==> src/rtl/flag_pkg.sv <==
// Shared types for the NZCV flag write controller:
// condition codes, flag bit positions and FSM state encoding.
package flag_pkg;

    localparam int FLAG_N = 3;
    localparam int FLAG_Z = 2;
    localparam int FLAG_C = 1;
    localparam int FLAG_V = 0;

    typedef enum logic [3:0] {
        COND_EQ = 4'd0,
        COND_NE = 4'd1,
        COND_CS = 4'd2,
        COND_CC = 4'd3,
        COND_MI = 4'd4,
        COND_PL = 4'd5,
        COND_VS = 4'd6,
        COND_VC = 4'd7,
        COND_HI = 4'd8,
        COND_LS = 4'd9,
        COND_GE = 4'd10,
        COND_LT = 4'd11,
        COND_GT = 4'd12,
        COND_LE = 4'd13,
        COND_AL = 4'd14,
        COND_NV = 4'd15
    } cond_e;

    typedef logic [0:0] fwc_state_e;

    localparam fwc_state_e ST_IDLE = 1'b0;
    localparam fwc_state_e ST_PEND = 1'b1;

endpackage

==> src/rtl/flag_write_ctrl_if.sv <==
// Requester, branch and flag-register signals of the flag write controller.
// master: pipeline/flag-register side, slave: the controller.
interface flag_write_ctrl_if;

    logic       alu_setflags;
    logic [3:0] alu_flags;
    logic       mc_issue;
    logic       mc_done;
    logic [3:0] mc_flags;
    logic       sw_wr;
    logic [3:0] sw_flags;
    logic       br_req;
    logic [3:0] br_cond;
    logic [3:0] flag_q;
    logic       flag_wr;
    logic [3:0] flag_din;
    logic       stall;
    logic       br_valid;
    logic       br_taken;
    logic       err_collision;
    logic       err_timeout;

    modport master (
        output alu_setflags, alu_flags,
        output mc_issue, mc_done, mc_flags,
        output sw_wr, sw_flags,
        output br_req, br_cond, flag_q,
        input  flag_wr, flag_din, stall,
        input  br_valid, br_taken,
        input  err_collision, err_timeout
    );

    modport slave (
        input  alu_setflags, alu_flags,
        input  mc_issue, mc_done, mc_flags,
        input  sw_wr, sw_flags,
        input  br_req, br_cond, flag_q,
        output flag_wr, flag_din, stall,
        output br_valid, br_taken,
        output err_collision, err_timeout
    );

endinterface

==> src/rtl/flag_write_ctrl_cond_eval.sv <==
// Combinational ARM condition-code evaluator over NZCV flags.
module cond_eval
    import flag_pkg::*;
(
    input  logic [3:0] flags_i,
    input  logic [3:0] cond_i,
    output logic       taken_o
);

    logic n, z, c, v;

    assign n = flags_i[FLAG_N];
    assign z = flags_i[FLAG_Z];
    assign c = flags_i[FLAG_C];
    assign v = flags_i[FLAG_V];

    always_comb begin
        taken_o = 1'b1;
        case (cond_e'(cond_i))
            COND_EQ: taken_o = z;
            COND_NE: taken_o = ~z;
            COND_CS: taken_o = c;
            COND_CC: taken_o = ~c;
            COND_MI: taken_o = n;
            COND_PL: taken_o = ~n;
            COND_VS: taken_o = v;
            COND_VC: taken_o = ~v;
            COND_HI: taken_o = c & ~z;
            COND_LS: taken_o = ~c | z;
            COND_GE: taken_o = (n == v);
            COND_LT: taken_o = (n != v);
            COND_GT: taken_o = ~z & (n == v);
            COND_LE: taken_o = z | (n != v);
            default: taken_o = 1'b1;
        endcase
    end

endmodule

==> src/rtl/flag_write_ctrl.sv <==
// NZCV flag write scheduler and branch-condition evaluator.
// FLAG_BYPASS_EN: branches in the mc_done cycle use mc_flags without stalling.
module flag_write_ctrl
    import flag_pkg::*;
#(
    parameter int MC_TIMEOUT = 16
) (
    input  logic              clk,
    input  logic              reset,
    flag_write_ctrl_if.slave  bus
);

    localparam int CW = $clog2(MC_TIMEOUT + 1);
    localparam logic [CW-1:0] CNT_LAST = CW'(MC_TIMEOUT - 1);

    fwc_state_e    state_q, state_d;
    logic [CW-1:0] cnt_q, cnt_d;
    logic          err_to_q, err_to_d;

    logic       pend;
    logic       mc_fin;
    logic       br_hold;
    logic       stall;
    logic       taken;
    logic [3:0] eval_flags;

    assign pend   = (state_q == ST_PEND);
    assign mc_fin = pend & bus.mc_done;

`ifdef FLAG_BYPASS_EN
    // A branch landing on the completion cycle sees the new flags directly.
    assign br_hold    = bus.br_req & ~bus.mc_done;
    assign eval_flags = mc_fin ? bus.mc_flags : bus.flag_q;
`else
    assign br_hold    = bus.br_req;
    assign eval_flags = bus.flag_q;
`endif

    assign stall = pend & (bus.alu_setflags | bus.sw_wr
                         | bus.mc_issue | br_hold);

    cond_eval u_cond_eval (
        .flags_i (eval_flags),
        .cond_i  (bus.br_cond),
        .taken_o (taken)
    );

    assign bus.stall       = stall;
    assign bus.br_valid    = bus.br_req & ~stall;
    assign bus.br_taken    = bus.br_req & ~stall & taken;
    assign bus.err_timeout = err_to_q;

    always_comb begin
        bus.flag_wr       = 1'b0;
        bus.flag_din      = 4'b0000;
        bus.err_collision = 1'b0;
        if (!reset) begin
            if (mc_fin) begin
                bus.flag_wr  = 1'b1;
                bus.flag_din = bus.mc_flags;
            end else if (!pend && bus.alu_setflags) begin
                bus.flag_wr       = 1'b1;
                bus.flag_din      = bus.alu_flags;
                bus.err_collision = bus.sw_wr;
            end else if (!pend && bus.sw_wr) begin
                bus.flag_wr  = 1'b1;
                bus.flag_din = bus.sw_flags;
            end
        end
    end

    always_comb begin
        state_d  = state_q;
        cnt_d    = cnt_q;
        err_to_d = err_to_q;
        case (state_q)
            ST_IDLE: begin
                if (bus.mc_issue) begin
                    state_d = ST_PEND;
                    cnt_d   = '0;
                end
            end
            ST_PEND: begin
                if (bus.mc_done) begin
                    state_d = ST_IDLE;
                end else if (cnt_q == CNT_LAST) begin
                    state_d  = ST_IDLE;
                    err_to_d = 1'b1;
                end else begin
                    cnt_d = cnt_q + 1'b1;
                end
            end
            default: state_d = ST_IDLE;
        endcase
    end

    always_ff @(posedge clk) begin
        if (reset) begin
            state_q  <= ST_IDLE;
            cnt_q    <= '0;
            err_to_q <= 1'b0;
        end else begin
            state_q  <= state_d;
            cnt_q    <= cnt_d;
            err_to_q <= err_to_d;
        end
    end

endmodule
==> src/flat_wrapper.sv <==
// flat-port wrapper written by rule: the top's interface ports become plain ports
module flag_write_ctrl_flat import flag_pkg::*;
#(
    parameter int MC_TIMEOUT = 16
)
  (clk, reset, bus_alu_setflags, bus_alu_flags, bus_mc_issue, bus_mc_done, bus_mc_flags, bus_sw_wr, bus_sw_flags, bus_br_req, bus_br_cond, bus_flag_q, bus_flag_wr, bus_flag_din, bus_stall, bus_br_valid, bus_br_taken, bus_err_collision, bus_err_timeout);
  flag_write_ctrl_if bus_i ();
  input  logic clk;
  input  logic reset;
  input wire logic [$bits(bus_i.alu_setflags)-1:0] bus_alu_setflags;
  input wire logic [$bits(bus_i.alu_flags)-1:0] bus_alu_flags;
  input wire logic [$bits(bus_i.mc_issue)-1:0] bus_mc_issue;
  input wire logic [$bits(bus_i.mc_done)-1:0] bus_mc_done;
  input wire logic [$bits(bus_i.mc_flags)-1:0] bus_mc_flags;
  input wire logic [$bits(bus_i.sw_wr)-1:0] bus_sw_wr;
  input wire logic [$bits(bus_i.sw_flags)-1:0] bus_sw_flags;
  input wire logic [$bits(bus_i.br_req)-1:0] bus_br_req;
  input wire logic [$bits(bus_i.br_cond)-1:0] bus_br_cond;
  input wire logic [$bits(bus_i.flag_q)-1:0] bus_flag_q;
  output wire logic [$bits(bus_i.flag_wr)-1:0] bus_flag_wr;
  output wire logic [$bits(bus_i.flag_din)-1:0] bus_flag_din;
  output wire logic [$bits(bus_i.stall)-1:0] bus_stall;
  output wire logic [$bits(bus_i.br_valid)-1:0] bus_br_valid;
  output wire logic [$bits(bus_i.br_taken)-1:0] bus_br_taken;
  output wire logic [$bits(bus_i.err_collision)-1:0] bus_err_collision;
  output wire logic [$bits(bus_i.err_timeout)-1:0] bus_err_timeout;
  assign bus_i.alu_setflags = bus_alu_setflags;
  assign bus_i.alu_flags = bus_alu_flags;
  assign bus_i.mc_issue = bus_mc_issue;
  assign bus_i.mc_done = bus_mc_done;
  assign bus_i.mc_flags = bus_mc_flags;
  assign bus_i.sw_wr = bus_sw_wr;
  assign bus_i.sw_flags = bus_sw_flags;
  assign bus_i.br_req = bus_br_req;
  assign bus_i.br_cond = bus_br_cond;
  assign bus_i.flag_q = bus_flag_q;
  assign bus_flag_wr = bus_i.flag_wr;
  assign bus_flag_din = bus_i.flag_din;
  assign bus_stall = bus_i.stall;
  assign bus_br_valid = bus_i.br_valid;
  assign bus_br_taken = bus_i.br_taken;
  assign bus_err_collision = bus_i.err_collision;
  assign bus_err_timeout = bus_i.err_timeout;
  flag_write_ctrl #(.MC_TIMEOUT(MC_TIMEOUT)) u_core (.clk(clk), .reset(reset), .bus(bus_i));
endmodule
==> config.mk <==
export PLATFORM = sky130hd
export DESIGN_NAME = flag_write_ctrl_flat
export DESIGN_NICKNAME = d
export VERILOG_FILES = /design/src/rtl/flag_pkg.sv /design/src/rtl/flag_write_ctrl_if.sv /design/src/rtl/flag_write_ctrl_cond_eval.sv /design/src/rtl/flag_write_ctrl.sv /design/src/flat_wrapper.sv
export SDC_FILE = /design/constraint.sdc
export NUM_CORES = 1
export LEC_CHECK = 0
export ABC_AREA = 1
export CORE_MARGIN = 2
export CORE_UTILIZATION = 35
export CTS_CLUSTER_DIAMETER = 100
export CTS_CLUSTER_SIZE = 16
export DETAILED_ROUTE_END_ITERATION = 8
export GPL_TIMING_DRIVEN = 0
export HOLD_SLACK_MARGIN = 0.06
export PLACE_DENSITY_LB_ADDON = 0.1
export RECOVER_POWER = 50
export SYNTH_ARGS = -nofsm -noshare
export SYNTH_HDL_FRONTEND = slang
export SYNTH_SLANG_ARGS = --single-unit
==> constraint.sdc <==
create_clock -name clk -period 4.1 [get_ports clk]
set_input_delay 0.82 -clock clk [delete_from_list [all_inputs] [get_ports clk]]
set_output_delay 0.82 -clock clk [all_outputs]
set_load 0.1 [all_outputs]
; ---- Yosys cells after proc, flatten, opt, wreduce, memory -nomap -nowiden
; Index checks and enable logic that the tools add are counted.
[totals]
regBits = 7
output_inout_bits = 10
elab_cells = 67
[op_classes]
addsub = 1
eq_ne = 19
muxes = 20
n_bitwise = 18
n_reduce_logical = 6
[ops]
columns = cell, n
row1 = $eq A4 B4 Y1 const B, 6
row2 = $eq A4 B3 Y1 const B, 4
row3 = $mux W4, 4
row4 = $mux W5, 3
row5 = $pmux W1 S14, 1
row6 = $mux W1, 10
row7 = $pmux W5 S2, 1
row8 = $eq A4 B2 Y1 const B, 2
row9 = $not A1 Y1, 7
row10 = $and A1 B1 Y1, 6
row11 = $ne A2 B2 Y1 const B, 3
row12 = $reduce_and A3 Y1, 2
row13 = $add A5 B1 Y5 const B, 1
row14 = $eq A5 B4 Y1 const B, 1
row15 = $or A1 B1 Y1, 5
row16 = $eq A4 B1 Y1 const B, 1
row17 = $logic_not A4 Y1, 1
row18 = $logic_and A1 B1 Y1, 2
row19 = $pmux W1 S2, 1
row20 = $eq A1 B1 Y1, 1
row21 = $logic_not A1 Y1, 1
row22 = $ne A1 B1 Y1, 1

; ---- Logic depth before layout (Yosys ltp)
; Gate-level depths: netlist of run 1.
[logic_depth]
ltp_word = 7
ltp_mapped = 11

; ---- Hierarchy
; From an unflattened synthesis of run 1, not the netlist that was laid out.
[unflattened]
hier_cells = 127
hier_area_um2 = 688.2
[modules_own_cells]
columns = mod, instances, cells_each, area_per_inst_um2, seq_area_each_um2
row1 = flag_write_ctrl, 1, 77, 483.0, 140.1
row2 = cond_eval, 1, 50, 205.2, 0.0

; ---- Worst setup path before layout of run 1
; Ideal clock, no wire load.
[synth_timing]
path_kind = input to output
startpoint = in bus_br_req
endpoint = out bus_br_taken
arrival_time_ns = 3.557
slack_ns = -0.277
cell_stages = 4
cell_sequence = inv_1 -> nor2_1 -> inv_1 -> nor2_1
[synth_via]
elab_chain_len = 5
[synth_lines]
columns = element, line
row1 = from (decl), flat_wrapper.sv:17  ; input wire logic [$bits(bus_i.br_req)-1:0] bus_br_req;
row2 = $or A1 B1 Y1, flag_write_ctrl.sv:40  ; | bus.mc_issue | br_hold);
row3 = $and A1 B1 Y1, flag_write_ctrl.sv:39  ; assign stall = pend & (bus.alu_setflags | bus.sw_wr
row4 = $not A1 Y1, n/a
row5 = $and A1 B1 Y1 *, n/a
row6 = net bus_br_valid, flat_wrapper.sv:23  ; output wire logic [$bits(bus_i.br_valid)-1:0] bus_br_valid;
row7 = $and A1 B1 Y1 *, flag_write_ctrl.sv:50  ; assign bus.br_taken = bus.br_req & ~stall & taken;
row8 = to (decl), flat_wrapper.sv:24  ; output wire logic [$bits(bus_i.br_taken)-1:0] bus_br_taken;
; Mark *: on every way through the listed nets, which the timed path passes. The rest lies on a longest branch.

; ---- Worst setup path after layout of run 1
[layout_timing]
startpoint = in bus_br_cond[3]
endpoint = out bus_br_taken
[layout_via]
elab_chain_len = 3
[layout_lines]
columns = element, line
row1 = from (decl), flat_wrapper.sv:18  ; input wire logic [$bits(bus_i.br_cond)-1:0] bus_br_cond;
row2 = "$eq A4 B4 Y1, or another cell as far along", flag_write_ctrl_cond_eval.sv:19  ; case (cond_e'(cond_i))
row3 = $pmux W1 S14 *, flag_write_ctrl_cond_eval.sv:19
row4 = $and A1 B1 Y1 *, flag_write_ctrl.sv:50
; Every way passes the cells marked *; elsewhere a longest branch is shown, timed or not.

==> flow_results.org, run 1 <==
** Worst setup path
- Required arrival time at the worst endpoint :: 3280 ps
- Type of element launching the critical path :: input pin
- The number of cells on the worst reg-to-reg path is 10.
- Critical setup path kind :: in -> out
- Kind of end point of the critical path :: output pin
- Critical path arrival :: 3120 ps
- Traced cell by cell, the critical path runs through clkdlybuf4s50_1 -> nand2_1 -> inv_1 -> nand3_1 -> nand2_1 -> nand2_1 -> nand3_1 -> nor2_1 -> nor2_2 -> clkdlybuf4s50_1.
- Worst path most repeated cell :: sky130_fd_sc_hd__nand2_1
- Critical path's top delay family :: buffers and inverters
- Delay of the slowest critical-path stage :: 1140 ps
- Among all stages on the critical path, the largest delay is contributed by sky130_fd_sc_hd__clkdlybuf4s50_1.
- Along the worst path, the maximum fanout reaches 5.
- Number of buffers and inverters on the critical path :: 3
- Cell count along the critical path :: 10

** Clock network
- Max clock buf depth :: 2
- Post-CTS repair changed the size of 0 cells.
- Clock tree synthesis selected as its root buffer the cell sky130_fd_sc_hd__clkbuf_4.
- Clock-pin transition on the worst setup and hold timing paths :: 60 ps
- TritonCTS built the clock tree.
- Count of hold-fix buffers inserted at cts :: 0
- CTS built an H-tree with a depth of 1.
- For this design, the sink count on the clock tree is 7.
- Post CTS Setup Buffer Count :: 0
- CTS Buf Count :: 3
- Clock latency on the worst-skew pair, taken at its later pin, is 260 ps.

** Cells and area
- Layout cell share with drive strength beyond 1 :: 4.242%
- Commonest non-fill, non-tap cell in the layout :: sky130_fd_sc_hd__nand2_1
- Final Net Count :: 195
- Layout overhead on the synthesized area :: 59.96%
- Leading cell types in the layout, fill and taps excluded :: sky130_fd_sc_hd__nand2_1 (34), sky130_fd_sc_hd__clkdlybuf4s50_1 (32), sky130_fd_sc_hd__inv_1 (26)
- Number of diodes added for antenna fixing :: 0
- After the flow finishes, the layout carries non-filler instances totaling 190.

** Timing
- Clock skew on the completed layout was measured at 5.809 ps.
- Static timing analysis puts the maximum clock frequency at 253.8 MHz.
- After routing, the total negative slack on setup checks comes to 0 ps.
- Of the available clock period, the critical path in the final layout requires 96.08%.
- The max-slew violation total from the final report was 0.
- Period minus WS final :: 3939 ps
- Final hold violation count :: 0
- Hold slack final :: 451.4 ps
- Unrepaired setup endpoints after global routing :: no
- Headroom to the max-slew limit came out at 34.27%.
- Slew at the pin closest to its max-slew limit :: 982.8 ps
- Setup violations remaining at the end of the flow were counted as 0.

** Synthesis
- Synth Register Bits :: 7
- After technology mapping, the gate count stands at 126.
- Yosys Warn Count :: 0
- Library cells used by synthesis :: 19
- Post-synth design cell area :: 678.2 sq um
- In this run the mean area of a mapped cell was 5.382 sq um.
- Share of the yosys chip area belonging to registers :: 20.66%
- Mapped Nets :: 155

** Drt
- Post-DRT Antenna Nets :: 0
- Summed over all nets, wire length on met2 after detailed routing comes to 784 um.
- Routed wire length on met3 :: 188 um
- For this block, the routed nets add up to 1.780 mm of wire.
- Vias after detailed routing :: 887
- For this block, wires on met1 add up to 771 um.
- For this run, design rule violations remaining after detail routing come to 0.
- For this block, the initial DRC count from the detailed router was 11.
- Vias per std cell :: 4.668
- The first detailed-routing pass ran for 4 iterations.
- Dividing the detail-routed wire length by the instance count gives 9.368 um.
- The highest metal layer carrying signal wires in the routed design is met4.

** Outcome
- Run status :: finished clean

** Floorplanning
- Measured along the y axis, the die boundary spans 48.02 um.
- After floorplanning, the core was divided into 15 placement rows.
- The floorplan step defined a die boundary enclosing 2305 sq um.
- The core region is 1783 sq um.
- Die width :: 48.02 um
- Initial Utilization :: 38.04%
- During I/O placement, the number of pins put on the boundary was 37.

** Power and ir drop
- In this run the static leakage power is 0.4972 nW.
- Power density of the placed cells :: 239.8 nW/um^2
- IR analysis of the VDD net gives a maximum drop of 186.7 uV.
- After layout, the design draws a total of 0.2601 mW.

** GRT
- Global routing finished with a remaining overflow of 0.
- The initial antenna violation count is 0.
- Total Routing Usage GR :: 17.26%
- Vias in the first global route :: 722
- Entering global routing, the biggest net connects 11 pins.
- First-pass GRT wire length :: 2.753 mm

** Place
- Port buffer count :: 35
- The HPWL after detailed placement is 1.463 mm.
- The congestion estimate from routability-driven global placement came to 0.7853.
- Including well taps, the total number of placed cells is 186.

** Worst hold path
- The min-delay analysis places its worst path in the category reg -> reg.
- Hold depth :: 2

** Job
- Maxcap violations :: 0
-- power breakdown --
part           total (mW)  internal (mW)  switching, mW
clock network      0.0652         0.0373         0.0279
logic               0.123         0.0436         0.0797
registers          0.0716         0.0695        0.00208
total               0.260          0.150          0.110
-- synthesized netlist by cell type --
| master | number | area share, % |
|---|---|---|
| sky130_fd_sc_hd__a211oi_1 | 1 | 1.1 |
| sky130_fd_sc_hd__a21oi_1 | 6 | 4.4 |
| sky130_fd_sc_hd__a31oi_1 | 4 | 3.7 |
| sky130_fd_sc_hd__a41oi_1 | 1 | 1.3 |
| sky130_fd_sc_hd__buf_2 | 1 | 0.74 |
| sky130_fd_sc_hd__clkbuf_1 | 1 | 0.55 |
| sky130_fd_sc_hd__dfxtp_1 | 7 | 21 |
| sky130_fd_sc_hd__ha_1 | 2 | 3.7 |
| sky130_fd_sc_hd__inv_1 | 26 | 14 |
| sky130_fd_sc_hd__nand2_1 | 34 | 19 |
| sky130_fd_sc_hd__nand2_2 | 1 | 0.92 |
| sky130_fd_sc_hd__nand3_1 | 16 | 12 |
| sky130_fd_sc_hd__nand3b_2 | 1 | 1.7 |
| sky130_fd_sc_hd__nor2_1 | 18 | 10 |
| sky130_fd_sc_hd__nor3_1 | 3 | 2.2 |
| sky130_fd_sc_hd__o21ai_0 | 1 | 0.74 |
| sky130_fd_sc_hd__o21ai_2 | 1 | 1.3 |
| sky130_fd_sc_hd__o22ai_1 | 1 | 0.92 |
| sky130_fd_sc_hd__o31ai_1 | 1 | 1.1 |
-- metrics by stage --
step	area, sq um	setup WS, ps	utilization, %
after floorplan	680.7	78.02	-
after detailed placement	1062	186.2	59.58
final	1085	160.6	60.84
after global routing	1085	20.37	60.84
after CTS	1089	179.0	61.05
after global placement	1062	214.5	59.58
-- state kept, by name, summed over array words and instances (netlist names) --
register	flops
u_core.cnt_q	5
u_core.bus.err_timeout	1
u_core.pend	1
-- cell families after synthesis --
group	after synthesis	synth area share (%)
and+or+nand+nor	73	45.39
buffers and inverters	28	15.68
adders and majority gates	2	3.689
DFF	7	20.66
AOI/OAI and AO/OA	16	14.58
-- area by class of cell --
class	count	area, sq um
buffer	2	8.758
clock buffer	4	26.28
fill	185	698.2
inverter	26	97.59
multi-input combinational	91	430.4
sequential	7	140.1
tap	25	31.28
timing repair buffer	35	350.3
-- per-layer routing --
| metal | global-route usage, % | vias up |
|---|---|---|
| met5 | 0 | - |
| met4 | 6.486 | 0 |
| li1 | - | 476 |
| met3 | 9.811 | 4 |
| met2 | 27.47 | 40 |
| met1 | 19.11 | 367 |
-- tightest hold or removal path, cell delays in order, from the launching register on --
cell and delay, ps:
sky130_fd_sc_hd__dfxtp_1 300, sky130_fd_sc_hd__inv_1 50, sky130_fd_sc_hd__a21oi_1 50
-- final timing paths --
path | from | to | slack, ps
worst min register to register | u_core.bus.err_timeout | u_core.bus.err_timeout | 450
worst min-delay path | u_core.bus.err_timeout | u_core.bus.err_timeout | 450
worst max-delay path | bus_br_cond[3] | bus_br_taken | 160
worst max register to register | u_core.cnt_q[0] | u_core.cnt_q[3] | 2310
Note: power is estimated with default switching activity, not from simulation.
==> run 2: changes to the inputs <==
Settings changed: CORE_UTILIZATION 35 to 34, PLACE_DENSITY set to 0.75, PLACE_DENSITY_LB_ADDON 0.1 to unset.
Clock period 4.1 ns to 3.6 ns, I/O delays scaled along.
==> run 2 against run 1 <==
- clock skew rose by 0.63 ps
- non-clock buffer count did not move
- highest routed layer unchanged
- sequential power rose by 14%
- largest power group unchanged
- cell area fell by 0.35%
- critical path type unchanged
- routed wire length rose by 11%
- final cell count rose by 1.1%
- critical path depth fell by 4
- core utilization fell by 4.6 points
- setup slack got worse by 16 ps
==> flow_results.org, run 2 (synthesized netlist as in run 1, its figures left out) <==
** Outcome
- Run status :: finished clean (unchanged)

** Worst setup path
- Critical path cell sequence :: clkdlybuf4s50_1 -> inv_1 -> nor2_1 -> inv_1 -> a21oi_1 -> dlygate4sd2_1 (was clkdlybuf4s50_1 -> nand2_1 -> inv_1 -> nand3_1 -> nand2_1 -> nand2_1 -> nand3_1 -> nor2_1 -> nor2_2 -> clkdlybuf4s50_1)
- The stage delay of the slowest cell on the critical path is 880 ps (was 1140 ps).
- The setup slack of the worst register-to-register path was 1720 ps (was 2310 ps).
- The cell with the largest stage delay on the worst path is sky130_fd_sc_hd__dlygate4sd2_1 (was sky130_fd_sc_hd__clkdlybuf4s50_1).
- R2R Path End :: u_core.cnt_q[3] (unchanged)
- Critical path arrival :: 2740 ps (was 3120 ps)
- Worst path most repeated cell :: sky130_fd_sc_hd__inv_1 (was sky130_fd_sc_hd__nand2_1)
- The kind of end point of the critical path was an output pin (unchanged).
- The category of cells accounting for the largest share of critical-path delay is buffers and inverters (unchanged).
- Required arrival time at the worst endpoint :: 2880 ps (was 3280 ps)
- RR Startpoint :: u_core.cnt_q[0] (unchanged)
- The startpoint type of the worst setup path is an input pin (unchanged).
- Cell count of the worst reg-to-reg path :: 11 (was 10)
- The number of buffer and inverter instances along the worst setup path is 4 (was 3).
- Worst Path Max Fanout :: 6 (was 5)
- The type of the worst setup path is in -> out (unchanged).

** Worst hold path
- The endpoint with the worst hold slack is u_core.bus.err_timeout (unchanged).
- The worst hold-check path type is reg -> reg (unchanged).
- Hold depth :: 2 (unchanged)
- Min-Delay Startpoint :: u_core.bus.err_timeout (unchanged)

** GRT
- The initial antenna violation count was 0 (unchanged).
- Maximum number of pins on one net before global-route repair :: 11 (unchanged)
- Routing layer with the top usage in global route :: met2 (unchanged)
- The overall overflow remaining after global route came to 0 (unchanged).
- Total Routing Usage GR :: 17.10% (was 17.26%)
- Vias in the first global route :: 825 (was 722)
- The first-pass GRT wire length was 3.243 mm (was 2.753 mm).
- The met3 global-route usage was 3.395% (was 9.811%).
- The met2 layer usage reported by global route is 28.54% (was 27.47%).
- The global-route track usage on met1 came to 19.85% (was 19.11%).

** Floorplanning
- Initial Utilization :: 35.29% (was 38.04%)
- Std-Cell Core Area :: 1922 sq um (was 1783 sq um)
- Total die area :: 2368 sq um (was 2305 sq um)
- Height of the die :: 48.66 um (was 48.02 um)
- Number of cell rows :: 16 (was 15)
- IO Pins :: 37 (unchanged)
- The horizontal extent of the die came to 48.66 um (was 48.02 um).

** Timing
- Worst-case clock skew :: 6.444 ps (was 5.809 ps)
- Dividing the final minimum period by the clock period gives 95.99%.
- Max frequency :: 289.4 MHz
- Slew at the pin closest to its max-slew limit :: 987.1 ps (was 982.8 ps)
- Final hold violation count :: 0 (unchanged)
- The count of final setup violators is 0 (unchanged).
- The clock period could shrink to 3456 ps.
- Relative slew slack :: 33.99% (was 34.27%)
- The max-slew violation total from the final report is 0 (unchanged).
- Unrepaired setup endpoints after global routing :: no (unchanged)

** Drt
- The via total after detailed routing is 922 (was 887).
- Drt wl/cell :: 10.27 um (was 9.368 um)
- DRC violation count after routing :: 0 (unchanged)
- Routed WL :: 1.971 mm (was 1.780 mm)
- Vias per std cell :: 4.802 (was 4.668)
- Post-DRT Antenna Nets :: 0 (unchanged)
- The DRC violation total after the first TritonRoute iteration was 8 (was 11).
- DR pass1 iterations :: 4 (unchanged)

** Cells and area
- Commonest non-fill, non-tap cell in the layout :: sky130_fd_sc_hd__nand2_1 (unchanged)
- The cell area after layout came to 1081 sq um (was 1085 sq um).
- Number of flip-flops under the largest register name :: 5 (unchanged)
- Final Net Count :: 195 (unchanged)
- Leading cell types in the layout, fill and taps excluded :: sky130_fd_sc_hd__nand2_1 (35), sky130_fd_sc_hd__inv_1 (26), sky130_fd_sc_hd__clkdlybuf4s50_1 (25) (was sky130_fd_sc_hd__nand2_1 (34), sky130_fd_sc_hd__clkdlybuf4s50_1 (32), sky130_fd_sc_hd__inv_1 (26))
- Top reg by flops :: u_core.cnt_q (unchanged)
- Number of diodes added for antenna fixing :: 0 (unchanged)
- Layout overhead on the synthesized area :: 59.41% (was 59.96%)
- The ratio of cells with drive above 1 in the final layout came to 4.242% (unchanged).

** Job
- Maxcap violations :: 0 (unchanged)

** Place
- Routability congestion estimate from global placement :: 0.7324 (was 0.7853)
- The placed cell area is 1070 sq um (was 1062 sq um).
- The HPWL after detailed placement was 1.635 mm (was 1.463 mm).
- Port buffer count :: 35 (unchanged)

** Clock network
- The clock root buffer was sky130_fd_sc_hd__clkbuf_4 (unchanged).
- Post CTS Setup Buffer Count :: 0 (unchanged)
- The number of buffers inserted during clock tree synthesis was 3 (unchanged).
- The clock-pin slew on the worst setup and hold paths was 50 ps (was 60 ps).
- The maximum root-to-sink buffer count came to 2 (unchanged).
- The H-tree depth is 1 (unchanged).
- The count of clock tree sinks is 7 (unchanged).
- The clock latency reported for the late side of the worst-skew pair is 260 ps (about the same).
- Clock tree from TritonCTS :: yes (unchanged)

** Power and ir drop
- The overall power after layout came to 0.2931 mW (was 0.2601 mW).
- Switch share :: 42.83% (was 42.16%)
- The proportion of power drawn by the clock network is 25.1% (about the same).
- IR drop worst, VDD :: 308.1 uV (was 186.7 uV)
- The combinational group share of total power is 47.1% (was 47.4%).
- Internal Power :: 0.1676 mW (was 0.1505 mW)
- Portion of total power attributed to sequential cells :: 27.8% (was 27.5%)
- The power per unit of standard cell area was 271.2 nW/um^2 (was 239.8 nW/um^2).
- The static leakage is 0.5231 nW (was 0.4972 nW).
- Switching power of the nets :: 0.1256 mW (was 0.1097 mW)
run 2: changes by cell type in the layout (fill, tap and decap cells not counted):
cell                              delta
sky130_fd_sc_hd__nand2_2             -1
sky130_fd_sc_hd__clkdlybuf4s50_1     -7
sky130_fd_sc_hd__nor3_2              +1
sky130_fd_sc_hd__nor3_1              -1
sky130_fd_sc_hd__nand2_1             +1
sky130_fd_sc_hd__dlygate4sd2_1       +7
run 2: area by class of cell:
cell class,count,area (sq um)
Clock buffer,4,26.28
Sequential cell,7,140.1
Timing Repair Buffer,35,341.6
Buffer,2,8.758
Fill cell,205,840.8
Tap cell,27,33.78
Inverter,26,97.59
Multi-Input combinational cell,91,432.9
run 2: tightest hold or removal path: cells and delay by family (launching register included):
| kind | cells | cell delay (ps) |
|---|---|---|
| DFF | 1 | 300 |
| AOI/OAI and AO/OA | 1 | 50 |
| buffers and inverters | 1 | 40 |
run 2: how the worst max path moves through the flow:
stage | start | to | slack, ps | depth (start not counted)
6_report | bus_alu_setflags | bus_flag_wr | 140 | 6
5_1_grt | bus_alu_setflags | bus_flag_wr | 20 | 6
4_1_cts | bus_br_cond[0] | bus_br_taken | 150 | 8
3_5_place_dp | bus_alu_setflags | bus_flag_din[2] | -130 | 6
3_3_place_gp | bus_alu_setflags | bus_flag_wr | -130 | 6
2_1_floorplan | bus_br_req | bus_br_taken | -180 | 4
run 2: layer usage:
layer	part of all wire [%]	vias up	wire [um]
li1	-	481	-
met1	45	408	880
met2	48	29	949
met3	5.1	4	101
met4	2.0	0	39
met5	0	-	0
run 2: metrics by stage:
stage | utilization [%] | hold slack, ps | cells | setup TNS [ps] | worst slack, ps
global placement | 55.66 | 439.3 | 188 | -694.4 | -125.6
finish | 56.25 | 445.9 | 192 | 0 | 144.3
detailed placement | 55.66 | 448.2 | 188 | -782.2 | -130.5
CTS | 56.58 | 455.4 | 192 | 0 | 152.8
global route | 56.25 | 489.6 | 192 | 0 | 17.76
floorplan | - | 455.8 | 126 | -176.1 | -176.1
run 2: power by group through the flow:
stage	clock network, mW	registers [mW]	logic [mW]
6_report	0.0737	0.0814	0.138
5_1_grt	0.0790	0.0816	0.147
4_1_cts	0.0767	0.0816	0.140
3_5_place_dp	0	0.0833	0.143
3_3_place_gp	0	0.0832	0.141
2_1_floorplan	0	0.0829	0.0915
run 2: what timing repair did:
action	4_1_cts	5_1_grt
gates resized for setup	7	0
hold buffers	0	0
endpoints found under the setup margin	7	0
==> run 3: changes to the inputs <==
Settings changed: CORE_MARGIN 2 to 1, SLEW_MARGIN set to 15.
==> run 3 against run 2 <==
- critical path depth unchanged
- routed wire length is 3.6% lower
- hold slack better by 9.7 ps
- cell area fell by 0.23%
- sequential power barely moved
- non-clock buffer count stayed put
- global-route usage up 1.4 points
- total power shrank 1.0%
- largest power group unchanged
- highest routed layer unchanged
==> flow_results.org, run 3 (synthesized netlist as in run 1, its figures left out) <==
** Outcome
- Run status: finished clean (unchanged).

** Cells and area
- The number of flip-flops in the largest register is 5 (unchanged).
- Commonest non-fill, non-tap cell in the layout :: sky130_fd_sc_hd__nand2_1 (unchanged)
- The area growth from synthesis to final layout was 59.04% (was 59.41%).
- The antenna diode count was 0 (unchanged).
- Final standard cell count with taps included and fillers excluded :: 190 (was 192)
- The area taken by multi-input logic gates was 432.9 sq um (unchanged).
- The ratio of cells with drive above 1 in the final layout is 4.242% (unchanged).
- The sequential cell area came to 140.1 sq um (unchanged).
- Final Net Count :: 195 (unchanged)
- The final core utilization came to 59.86% (was 56.25%).
- The filler cell count in the final layout was 197 (was 205).
- The top register by number of flip-flops was u_core.cnt_q (unchanged).
- Leading cell types in the layout, fill and taps excluded :: sky130_fd_sc_hd__nand2_1 (35), sky130_fd_sc_hd__inv_1 (26), sky130_fd_sc_hd__clkdlybuf4s50_1 (25) (unchanged)

** GRT
- The initial antenna violation count was 0 (unchanged).
- GRT Residual Overflow :: 0 (unchanged)
- Vias in the first global route :: 749 (was 825)
- The pin count of the biggest net entering global routing was 11 (unchanged).
- The overall global routing resource usage came to 18.50% (was 17.10%).
- First-pass GRT wire length :: 2.911 mm (was 3.243 mm)

** Clock network
- The number of post-CTS setup repair buffers was 0 (unchanged).
- Number of clock sinks seen by CTS :: 7 (unchanged)
- Clock-pin transition on the worst setup and hold timing paths :: 60 ps (was 50 ps)
- Clock tree from TritonCTS :: yes (unchanged)
- The clock latency reported for the late side of the worst-skew pair is 250 ps (was 260 ps).
- H-tree Lvls :: 1 (unchanged)
- Count of hold-fix buffers inserted at cts :: 0 (unchanged)
- Total of cells resized after clock tree synthesis :: 7 (unchanged)
- The number of buffers inserted during clock tree synthesis is 3 (unchanged).
- Clock root buffer :: sky130_fd_sc_hd__clkbuf_4 (unchanged)
- Max clock buf depth :: 2 (unchanged)

** Drt
- The final wirelength came to 1.901 mm (was 1.971 mm).
- The DRC violation total after the first TritonRoute iteration was 20 (was 8).
- The uppermost signal routing layer after detailed routing is met4 (unchanged).
- The detailed-route wire length on metal 1 is 881 um (was 880 um).
- The detailed-route wire length per cell came to 10.01 um (was 10.27 um).
- The iteration count of the initial detailed-routing pass is 4 (unchanged).
- Vias after detailed routing :: 887 (was 922)
- Vias per std cell :: 4.668 (was 4.802)
- The number of antenna-violating nets in the routed design came to 0 (unchanged).
- The detailed-routed wire length on met2 was 948 um (was 949 um).
- The post-detailed-route DRC marker count is 0 (unchanged).
- Routed wire length on met3 :: 47 um (was 101 um)

** Timing
- The worst relative slew slack was 34.58% (was 33.99%).
- Final hold violation count :: 0 (unchanged)
- The highest attainable clock frequency came to 289.9 MHz (was 289.4 MHz).
- Portion of the clock cycle consumed by the worst path in the final layout :: 95.83% (was 95.99%)
- Worst-case clock skew :: 6.635 ps (was 6.444 ps)
- The worst setup margin is 150.2 ps (was 144.3 ps).
- Unrepaired setup endpoints after global routing: no (unchanged).
- Period minus WS final :: 3450 ps (was 3456 ps)
- The pin slew with the least headroom to its limit came to 978.3 ps (was 987.1 ps).
- Setup violators final :: 0 (unchanged)
- The max-slew violation total from the final report was 0 (unchanged).

** Floorplanning
- The standard cell core area came to 1802 sq um (was 1922 sq um).
- Number of cell rows :: 15 (was 16)
- The horizontal extent of the die came to 46.66 um (was 48.66 um).
- IO Pins :: 37 (unchanged)
- Total die area :: 2177 sq um (was 2368 sq um)
- The die height was 46.66 um (was 48.66 um).
- The starting density of the core was 37.64% (was 35.29%).

** Place
- Placed wire-length estimate :: 1.619 mm (was 1.635 mm)
- The number of cells after detailed placement was 186 (was 188).
- The post-place setup slack came to -126.7 ps (was -130.5 ps).
- The count of input and output buffers was 35 (unchanged).
- Routability congestion estimate from global placement :: 0.7390 (was 0.7324)

** Worst setup path
- Critical path cell sequence :: clkdlybuf4s50_1 -> inv_1 -> nor2_1 -> inv_1 -> a21oi_1 -> dlygate4sd2_1 (unchanged)
- Slowest cell on the critical path :: sky130_fd_sc_hd__dlygate4sd2_1 (unchanged)
- Kind of end point of the critical path :: output pin (unchanged)
- The number of buffer and inverter instances along the worst setup path was 4 (unchanged).
- Critical path's top delay family :: buffers and inverters (unchanged)
- The arrival time of the worst setup path was 2730 ps (was 2740 ps).
- Required arrival time at the worst endpoint :: 2880 ps (about the same)
- Worst path most repeated cell :: sky130_fd_sc_hd__inv_1 (unchanged)
- Worst Path Max Fanout :: 6 (unchanged)
- The setup slack of the worst register-to-register path is 1790 ps (was 1720 ps).
- Delay of the slowest critical-path stage :: 880 ps (about the same)
- Critical setup path kind :: in -> out (unchanged)
- Type of element launching the critical path :: input pin (unchanged)

** Worst hold path
- Path class of the lowest-slack min-delay path :: reg -> reg (unchanged)

** Power and ir drop
- Leakage power of the design :: 0.5231 nW (unchanged)
- Switching power of the nets :: 0.1228 mW (was 0.1256 mW)
- The power per unit of standard cell area is 269.0 nW/um^2 (was 271.2 nW/um^2).
- Clk network pwr share :: 24.7% (was 25.1%)
- Switch share :: 42.31% (was 42.83%)
- The cell internal power dissipation came to 0.1674 mW (was 0.1676 mW).
- The sequential power share came to 28.1% (was 27.8%).
- Logic gate share of total power :: 47.3% (was 47.1%)
- IR drop worst, VDD :: 187.4 uV (was 308.1 uV)

** Job
- The max-cap violation count came to 0 (unchanged).
-- run 3: stage by stage --
step	total power, mW	TNS [ps]	hold WS [ps]	area (sq um)
after floorplan	0.1743	-176.1	455.8	685.7
after CTS	0.2958	0	463.0	1085
final	0.2901	0	455.6	1079
after global routing	0.3066	0	471.7	1079
after detailed placement	0.2257	-756.7	448.9	1067
after global placement	0.2246	-630.7	444.5	1067
-- run 3: power by group through the flow --
stage	Clock (mW)	Combinational [mW]	Sequential, mW
5_1_grt	0.0784	0.146	0.0818
4_1_cts	0.0753	0.139	0.0817
6_report	0.0716	0.137	0.0814
3_3_place_gp	0	0.141	0.0833
2_1_floorplan	0	0.0915	0.0829
3_5_place_dp	0	0.142	0.0833
-- run 3: worst paths after layout --
path	start	end	cells past startpoint
worst max-delay path	bus_alu_setflags	bus_flag_wr	6
worst min-delay path	u_core.bus.err_timeout	u_core.bus.err_timeout	2
worst max register to register	u_core.cnt_q[0]	u_core.cnt_q[3]	10
worst min register to register	u_core.bus.err_timeout	u_core.bus.err_timeout	2
-- run 3: final cells by class --
type | instances | share of cell area [%]
timing repair buffer | 35 | 31.67
sequential | 7 | 12.99
tap | 25 | 2.900
buffer | 2 | 0.8121
inverter | 26 | 9.049
clock buffer | 4 | 2.436
multi-input combinational | 91 | 40.14
-- run 3: layer usage --
metal  global-route usage, %  vias up
li1                        -      475
met1                   23.08      392
met2                   31.94       16
met3                   1.176        4
met4                   8.571        0
met5                       0        -
-- run 3: worst reg2reg max path, delay by kind of cell, from the launching register on --
kind	cells	cell delay (ps)
AO/OA/AOI/OAI	2	440
adder cells (fa/ha/maj)	2	420
buffers and inverters	1	70
flip-flops	1	340
AND/OR/NAND/NOR	5	440
